**src/rtl/wb_commit.sv**
```systemverilog
// Writeback commit stage: arbitrates ALU/load/FPU results onto the integer and
// FP register-file write ports through one small commit queue per file.

module wb_commit_lane #(
   parameter int DEPTH = 4,
   parameter int CW    = $clog2(DEPTH + 1)
) (
   input  logic          clk,
   input  logic          reset,
   input  logic          a_v,
   input  logic [4:0]    a_dst,
   input  logic [31:0]   a_data,
   input  logic          b_v,
   input  logic [4:0]    b_dst,
   input  logic [31:0]   b_data,
   output logic [CW-1:0] cnt,
   output logic          wr,
   output logic [4:0]    wr_dst,
   output logic [31:0]   wr_data
);
   localparam int PW = $clog2(DEPTH);
   localparam logic [PW-1:0] LAST = PW'(DEPTH - 1);

   logic [CW-1:0] cnt_q, cnt_d;
   logic [PW-1:0] rptr_q, rptr_d, wptr_q, wptr_d;
   logic          wr_q, wr_d;
   logic [4:0]    dst_q, dst_d;
   logic [31:0]   data_q, data_d;
   logic [4:0]    qdst_q [DEPTH];
   logic [4:0]    qdst_d [DEPTH];
   logic [31:0]   qdata_q [DEPTH];
   logic [31:0]   qdata_d [DEPTH];

   logic          f_v, s_v;
   logic [4:0]    f_dst;
   logic [31:0]   f_data;

   function automatic logic [PW-1:0] inc(input logic [PW-1:0] p);
      return (p == LAST) ? '0 : p + 1'b1;
   endfunction

   // a is the older source; b only becomes second when both are present
   assign f_v    = a_v | b_v;
   assign f_dst  = a_v ? a_dst : b_dst;
   assign f_data = a_v ? a_data : b_data;
   assign s_v    = a_v & b_v;

   always_comb begin
      cnt_d   = cnt_q;
      rptr_d  = rptr_q;
      wptr_d  = wptr_q;
      wr_d    = 1'b0;
      dst_d   = dst_q;
      data_d  = data_q;
      qdst_d  = qdst_q;
      qdata_d = qdata_q;
      if (cnt_q == '0) begin
         if (f_v) begin
            wr_d   = 1'b1;
            dst_d  = f_dst;
            data_d = f_data;
         end
         if (s_v) begin
            qdst_d[wptr_q]  = b_dst;
            qdata_d[wptr_q] = b_data;
            wptr_d          = inc(wptr_q);
            cnt_d           = cnt_q + 1'b1;
         end
      end else begin
         wr_d   = 1'b1;
         dst_d  = qdst_q[rptr_q];
         data_d = qdata_q[rptr_q];
         rptr_d = inc(rptr_q);
         if (f_v) begin
            qdst_d[wptr_q]  = f_dst;
            qdata_d[wptr_q] = f_data;
            wptr_d          = inc(wptr_q);
         end
         if (s_v) begin
            qdst_d[inc(wptr_q)]  = b_dst;
            qdata_d[inc(wptr_q)] = b_data;
            wptr_d               = inc(inc(wptr_q));
         end
         cnt_d = cnt_q - CW'(1) + CW'(f_v) + CW'(s_v);
      end
   end

   always_ff @(posedge clk) begin
      if (reset) begin
         cnt_q  <= '0;
         rptr_q <= '0;
         wptr_q <= '0;
         wr_q   <= 1'b0;
         dst_q  <= '0;
         data_q <= '0;
      end else begin
         cnt_q  <= cnt_d;
         rptr_q <= rptr_d;
         wptr_q <= wptr_d;
         wr_q   <= wr_d;
         dst_q  <= dst_d;
         data_q <= data_d;
      end
   end

   // storage needs no reset: entries are only read while counted
   always_ff @(posedge clk) begin
      qdst_q  <= qdst_d;
      qdata_q <= qdata_d;
   end

   assign cnt     = cnt_q;
   assign wr      = wr_q;
   assign wr_dst  = dst_q;
   assign wr_data = data_q;
endmodule

module wb_commit #(
   parameter int DEPTH = 4
) (
   input  logic        clk,
   input  logic        reset,
   input  logic        alu_valid,
   input  logic [4:0]  alu_dst,
   input  logic [31:0] alu_data,
   output logic        alu_ready,
   input  logic        mem_valid,
   input  logic        mem_fp,
   input  logic [4:0]  mem_dst,
   input  logic [31:0] mem_data,
   output logic        mem_ready,
   input  logic        fpu_valid,
   input  logic [4:0]  fpu_dst_i,
   input  logic [31:0] fpu_data,
   output logic        fpu_ready,
   output logic        write,
   output logic [4:0]  dst,
   output logic [31:0] rd,
   output logic        fp_write,
   output logic [4:0]  fpu_dst,
   output logic [31:0] fd,
   output logic        int_idle,
   output logic        fp_idle
);
   localparam int CW = $clog2(DEPTH + 1);
   localparam logic [CW-1:0] LIM1 = CW'(DEPTH - 1);
   localparam logic [CW-1:0] LIM2 = CW'(DEPTH - 2);

   logic [CW-1:0] int_cnt, fp_cnt;
   logic          mem_acc;
   logic          int_a_v, int_b_v, fp_a_v, fp_b_v;

   // readies come only from registered counts, never from any valid
   assign mem_ready = !reset && ((mem_fp ? fp_cnt : int_cnt) <= LIM1);
   assign alu_ready = !reset && (int_cnt <= LIM2);
   assign fpu_ready = !reset && (fp_cnt <= LIM2);

   assign mem_acc = mem_valid && mem_ready;
   // r0 writes are accepted but dropped here so they never occupy a slot
   assign int_a_v = mem_acc && !mem_fp && (mem_dst != 5'd0);
   assign int_b_v = alu_valid && alu_ready && (alu_dst != 5'd0);
   assign fp_a_v  = mem_acc && mem_fp;
   assign fp_b_v  = fpu_valid && fpu_ready;

   wb_commit_lane #(.DEPTH(DEPTH)) u_int (
      .clk(clk), .reset(reset),
      .a_v(int_a_v), .a_dst(mem_dst), .a_data(mem_data),
      .b_v(int_b_v), .b_dst(alu_dst), .b_data(alu_data),
      .cnt(int_cnt), .wr(write), .wr_dst(dst), .wr_data(rd)
   );

   wb_commit_lane #(.DEPTH(DEPTH)) u_fp (
      .clk(clk), .reset(reset),
      .a_v(fp_a_v), .a_dst(mem_dst), .a_data(mem_data),
      .b_v(fp_b_v), .b_dst(fpu_dst_i), .b_data(fpu_data),
      .cnt(fp_cnt), .wr(fp_write), .wr_dst(fpu_dst), .wr_data(fd)
   );

   assign int_idle = (int_cnt == '0) && !write;
   assign fp_idle  = (fp_cnt == '0) && !fp_write;
endmodule

```
**config.mk**
```make
export PLATFORM = sky130hd
export DESIGN_NAME = wb_commit
export DESIGN_NICKNAME = d
export VERILOG_FILES = /design/src/rtl/wb_commit.sv
export SDC_FILE = /design/constraint.sdc
export NUM_CORES = 1
export LEC_CHECK = 0
export CAP_MARGIN = 20
export CORE_UTILIZATION = 35
export CTS_BUF_LIST = sky130_fd_sc_hd__clkbuf_8
export DETAILED_ROUTE_END_ITERATION = 7
export GPL_TIMING_DRIVEN = 0
export PLACE_DENSITY = 0.59
export SKIP_LAST_GASP = 1
export SLEW_MARGIN = 20
export SYNTH_ARGS = -nofsm -noshare
export SYNTH_HDL_FRONTEND = slang
export SYNTH_HIERARCHICAL = 1
export SYNTH_SLANG_ARGS = --single-unit
```
**constraint.sdc**
```tcl
create_clock -name clk -period 6 [get_ports clk]
set_input_delay 0.9 -clock clk [delete_from_list [all_inputs] [get_ports clk]]
set_output_delay 0.9 -clock clk [all_outputs]
set_load 0.05 [all_outputs]
```
==> results of run 1 <==
-- stage by stage --
| stage | hold WS, ns | instances |
|---|---|---|
| 2_1_floorplan | 0.523 | 2720 |
| 3_3_place_gp | 0.530 | 3844 |
| 3_5_place_dp | 0.545 | 3846 |
| 4_1_cts | 0.562 | 3978 |
| 5_1_grt | 0.582 | 3981 |
| 6_report | 0.556 | 3983 |
-- worst reg2reg max path, stage by stage, from the launching register on --
cell      delay, ns
dfxtp_1        0.50
or4b_1         0.71
a21oi_1        0.50
buf_6          0.24
and2_1         0.13
buf_4          0.17
inv_1          0.10
ha_1           0.28
inv_1          0.04
ha_1           0.19
fa_1           0.41
xor2_1         0.20
nor2_1         0.07
a311oi_1       0.25
nor3_1         0.08
-- path summary, 6_finish.rpt --
kind	start	endpoint	slack, ns
worst max-delay path	reset	u_int/cnt[2]$_SDFFE_PP0P_	1.61
worst min-delay path	u_int/wr_data[20]$_SDFFE_PP0P_	u_int/wr_data[20]$_SDFFE_PP0P_	0.56
worst max register to register	u_int/cnt[2]$_SDFFE_PP0P_	u_int/cnt[2]$_SDFFE_PP0P_	2.00
worst min register to register	u_int/wr_data[20]$_SDFFE_PP0P_	u_int/wr_data[20]$_SDFFE_PP0P_	0.56
-- synth_stat cells (all sizes together) (3+ instances only) --
| cell | instances |
|---|---|
| nand2 | 413 |
| a21oi | 386 |
| nor2 | 327 |
| o21ai | 304 |
| edfxtp | 296 |
| buf | 146 |
| mux2i | 138 |
| clkbuf | 92 |
| dfxtp | 90 |
| a22o | 88 |
| nor3 | 79 |
| a221oi | 76 |
| mux2 | 74 |
| nor2b | 34 |
| ha | 26 |
| o31ai | 20 |
| inv | 16 |
| nand2b | 14 |
| a31oi | 12 |
| a32o | 12 |
| nand3 | 12 |
| o22ai | 12 |
| nand3b | 10 |
| a211oi | 5 |
| and2 | 5 |
| a311oi | 4 |
| xnor2 | 4 |
| and2b | 3 |
-- cell type report --
type,count,area [sq um],area share (%)
Antenna cell,5,12.5,0.0429
Sequential cell,386,10700,36.6
Inverter,16,60.1,0.206
Clock buffer,85,1170,4.01
Tap cell,931,1160,3.99
Buffer,238,1370,4.69
Timing Repair Buffer,195,1980,6.78
Multi-Input combinational cell,2080,12600,43.0
Clock inverter,47,188,0.643
-- sequential cells by signal, summed over array words and instances (netlist names), 2 cells and up --
register and count:
u_fp/cnt 3, u_int/cnt 3, u_fp/qdst_q 20, u_fp/wr_dst 5
u_fp/wptr_q 2, u_int/wr_data 32, u_int/wr_dst 5, u_fp/qdata_q 128
u_fp/rptr_q 2, u_int/qdata_q 128, u_int/rptr_q 2, u_int/wptr_q 2
u_int/qdst_q 20, u_fp/wr_data 32
-- layer usage --
layer	wire, um	global-route usage [%]	vias to the layer above	part of all wire [%]
met5	91	0	-	0.092
met4	4780	14.8	14	4.8
met3	10000	5.45	228	10
met2	43900	41.4	1505	44
met1	40400	35.9	11500	41
li1	-	-	10500	-
-- cells by family (layout without fill, tap and decap cells) --
kind of cell | count (synthesis) | count (layout) | synth area share, %
adders and majority gates | 28 | 28 | 1.48
AOI/OAI and AO/OA | 924 | 924 | 24.1
xor gates and xnor gates | 6 | 6 | 0.213
muxes | 212 | 212 | 8.99
buffers and inverters | 254 | 581 | 5.81
and+or+nand+nor | 910 | 910 | 16.0
other | 0 | 5 | 0
DFF | 386 | 386 | 43.4
-- where the power goes --
group	total (uW)	internal (uW)	switching [uW]
Sequential	6020	5080	941
Combinational	10200	3410	6770
Clock	2480	1280	1200
Total	18700	9770	8920
==> metrics, run 1 <==
cell taking the most area after synthesis=edfxtp_1; worst skew pair latency=0.67 ns; RSZ-0062 raised after global routing=no; CTS Hold Bufs=0; EDFF count, synth=296; Pwr Total=18700 uW; Seq cells post-synth=386; cell family with most CP delay=buffers and inverters; Worst IR Drop VDD=0.372 mV; Power Density=640 mW/mm^2; GRT Util Overall=27.1%; Post-Syn Instances=2720; maximum clock frequency=228 MHz; Setup crit start kind=primary input; DRT antenna net count=0; die extent in y=267 um; R2R depth=14; Core Footprint=0.0691 sq mm; Nets=3134; crit-path max FO=10; Synth cell types=57; H-Tree Depth=3; initial antenna violation count=9; top-area cell type share of the netlist area=36.1%; Sink Count=386; number of global-route vias before repair=23.1k; worst endpoint data arrival time=4.91 ns; drt via density=5.95; clk_skew=0.0334 ns; Slew HR=40.9%; Num CTS Buffers=72; IO buf count=193; Setup Crit Path Kind=primary input to register; Pins Over Slew Limit=0; DIE WIDTH=267 um; # IOs=198; Async S/R FF share, synth=0%; failing checks=design-rule violations; leading post-synthesis cells by cell area=edfxtp_1, a21oi_1, dfxtp_1; post-detail-place hpwl=67700 um; outcome=finished with violations; Post-CTS Setup Repair Bufs=0; CTS tree=done; Critical Path RT=6.52 ns; fin area=0.0292 sq mm; pre-CTS WS=0.950 ns; worst-margin pin slew=0.886 ns; Crit. path cell count=15; Syn Nets=2865; layout cells sized above 1=14.1%; area grow syn2layout=18.5%; DR WL/cell=24.9 um; CP max stage cell=or4b_1; slack of the critical path=1.61 ns; GP Congestion=0.897; drt initial violations=3401; die area=0.0714 sq mm; first-pass GRT wire length=146000 um; syn avg cell area=9.06 sq um; most common cell after layout, fill and taps aside=nand2_1; dpl cell area=0.0278 sq mm; CP peak stage delay=0.74 ns; Static Leak=0.0104 uW; Final Hold Violating Endpoints=0; Max-Cap Viols=0; Starting Density=35.7%; CP bufs+invs=5; clock buffer depth=3; largest net degree at the start of global routing=38; post-CTS sizing=0; hold path depth=2; Critical Path End Type=register; worst-path cell chain=clkdlybuf4s50_1, or4b_1, a21oi_1, buf_6, and2_1, buf_4, inv_1, ha_1, inv_1, ha_1, fa_1, xor2_1, nor2_1, a311oi_1, nor3_1; crit share post-route=73.1%; post-layout util=42.3%; Setup TNS=0 ns; CTS root buffer=clkbuf_8; Synth Flop Type=edfxtp_1; most frequent cells in the layout=nand2_1, a21oi_1, nor2_1, edfxtp_1, o21ai_0; Final setup viols=0; Synth Cell Area=0.0246 sq mm; total number of vias=23.7k; Yosys warning count=6; DRC Markers=2; Tmin final=4.39 ns; HP Class=register to register; row cnt=96; GRT overflow=0; DRT Wirelength=99300 um; Filler cells=6712; clock slew at reported path FFs=0.06 ns; sequential area share after synthesis=43.4%; DRT Pass-1 Iters=8
No activity file was read; power rests on OpenSTA's default activity.
==> inputs of run 2 (changes only) <==
==> constraint.sdc (replaced) <==
create_clock -name clk -period 4.4 [get_ports clk]
set_input_delay 0.66 -clock clk [delete_from_list [all_inputs] [get_ports clk]]
set_output_delay 0.66 -clock clk [all_outputs]
set_load 0.05 [all_outputs]
==> results of run 2 <==
Same layout as run 1 (identical final DEF). Status: finished with violations: design-rule violations.
Among the figures that moved: setup slack after placement 0.950 ns -> -0.410 ns; setup slack after layout 1.61 ns -> 0.251 ns; hold slack 0.556 ns -> 0.518 ns; register-to-register setup slack 2.00 ns -> 0.40 ns; end point of the worst hold path u_int/wr_data[20]$_SDFFE_PP0P_ -> u_fp/qdst_q[6]$_DFFE_PP_; total power 18700 uW -> 25500 uW; worst IR drop on VDD 0.372 mV -> 0.507 mV
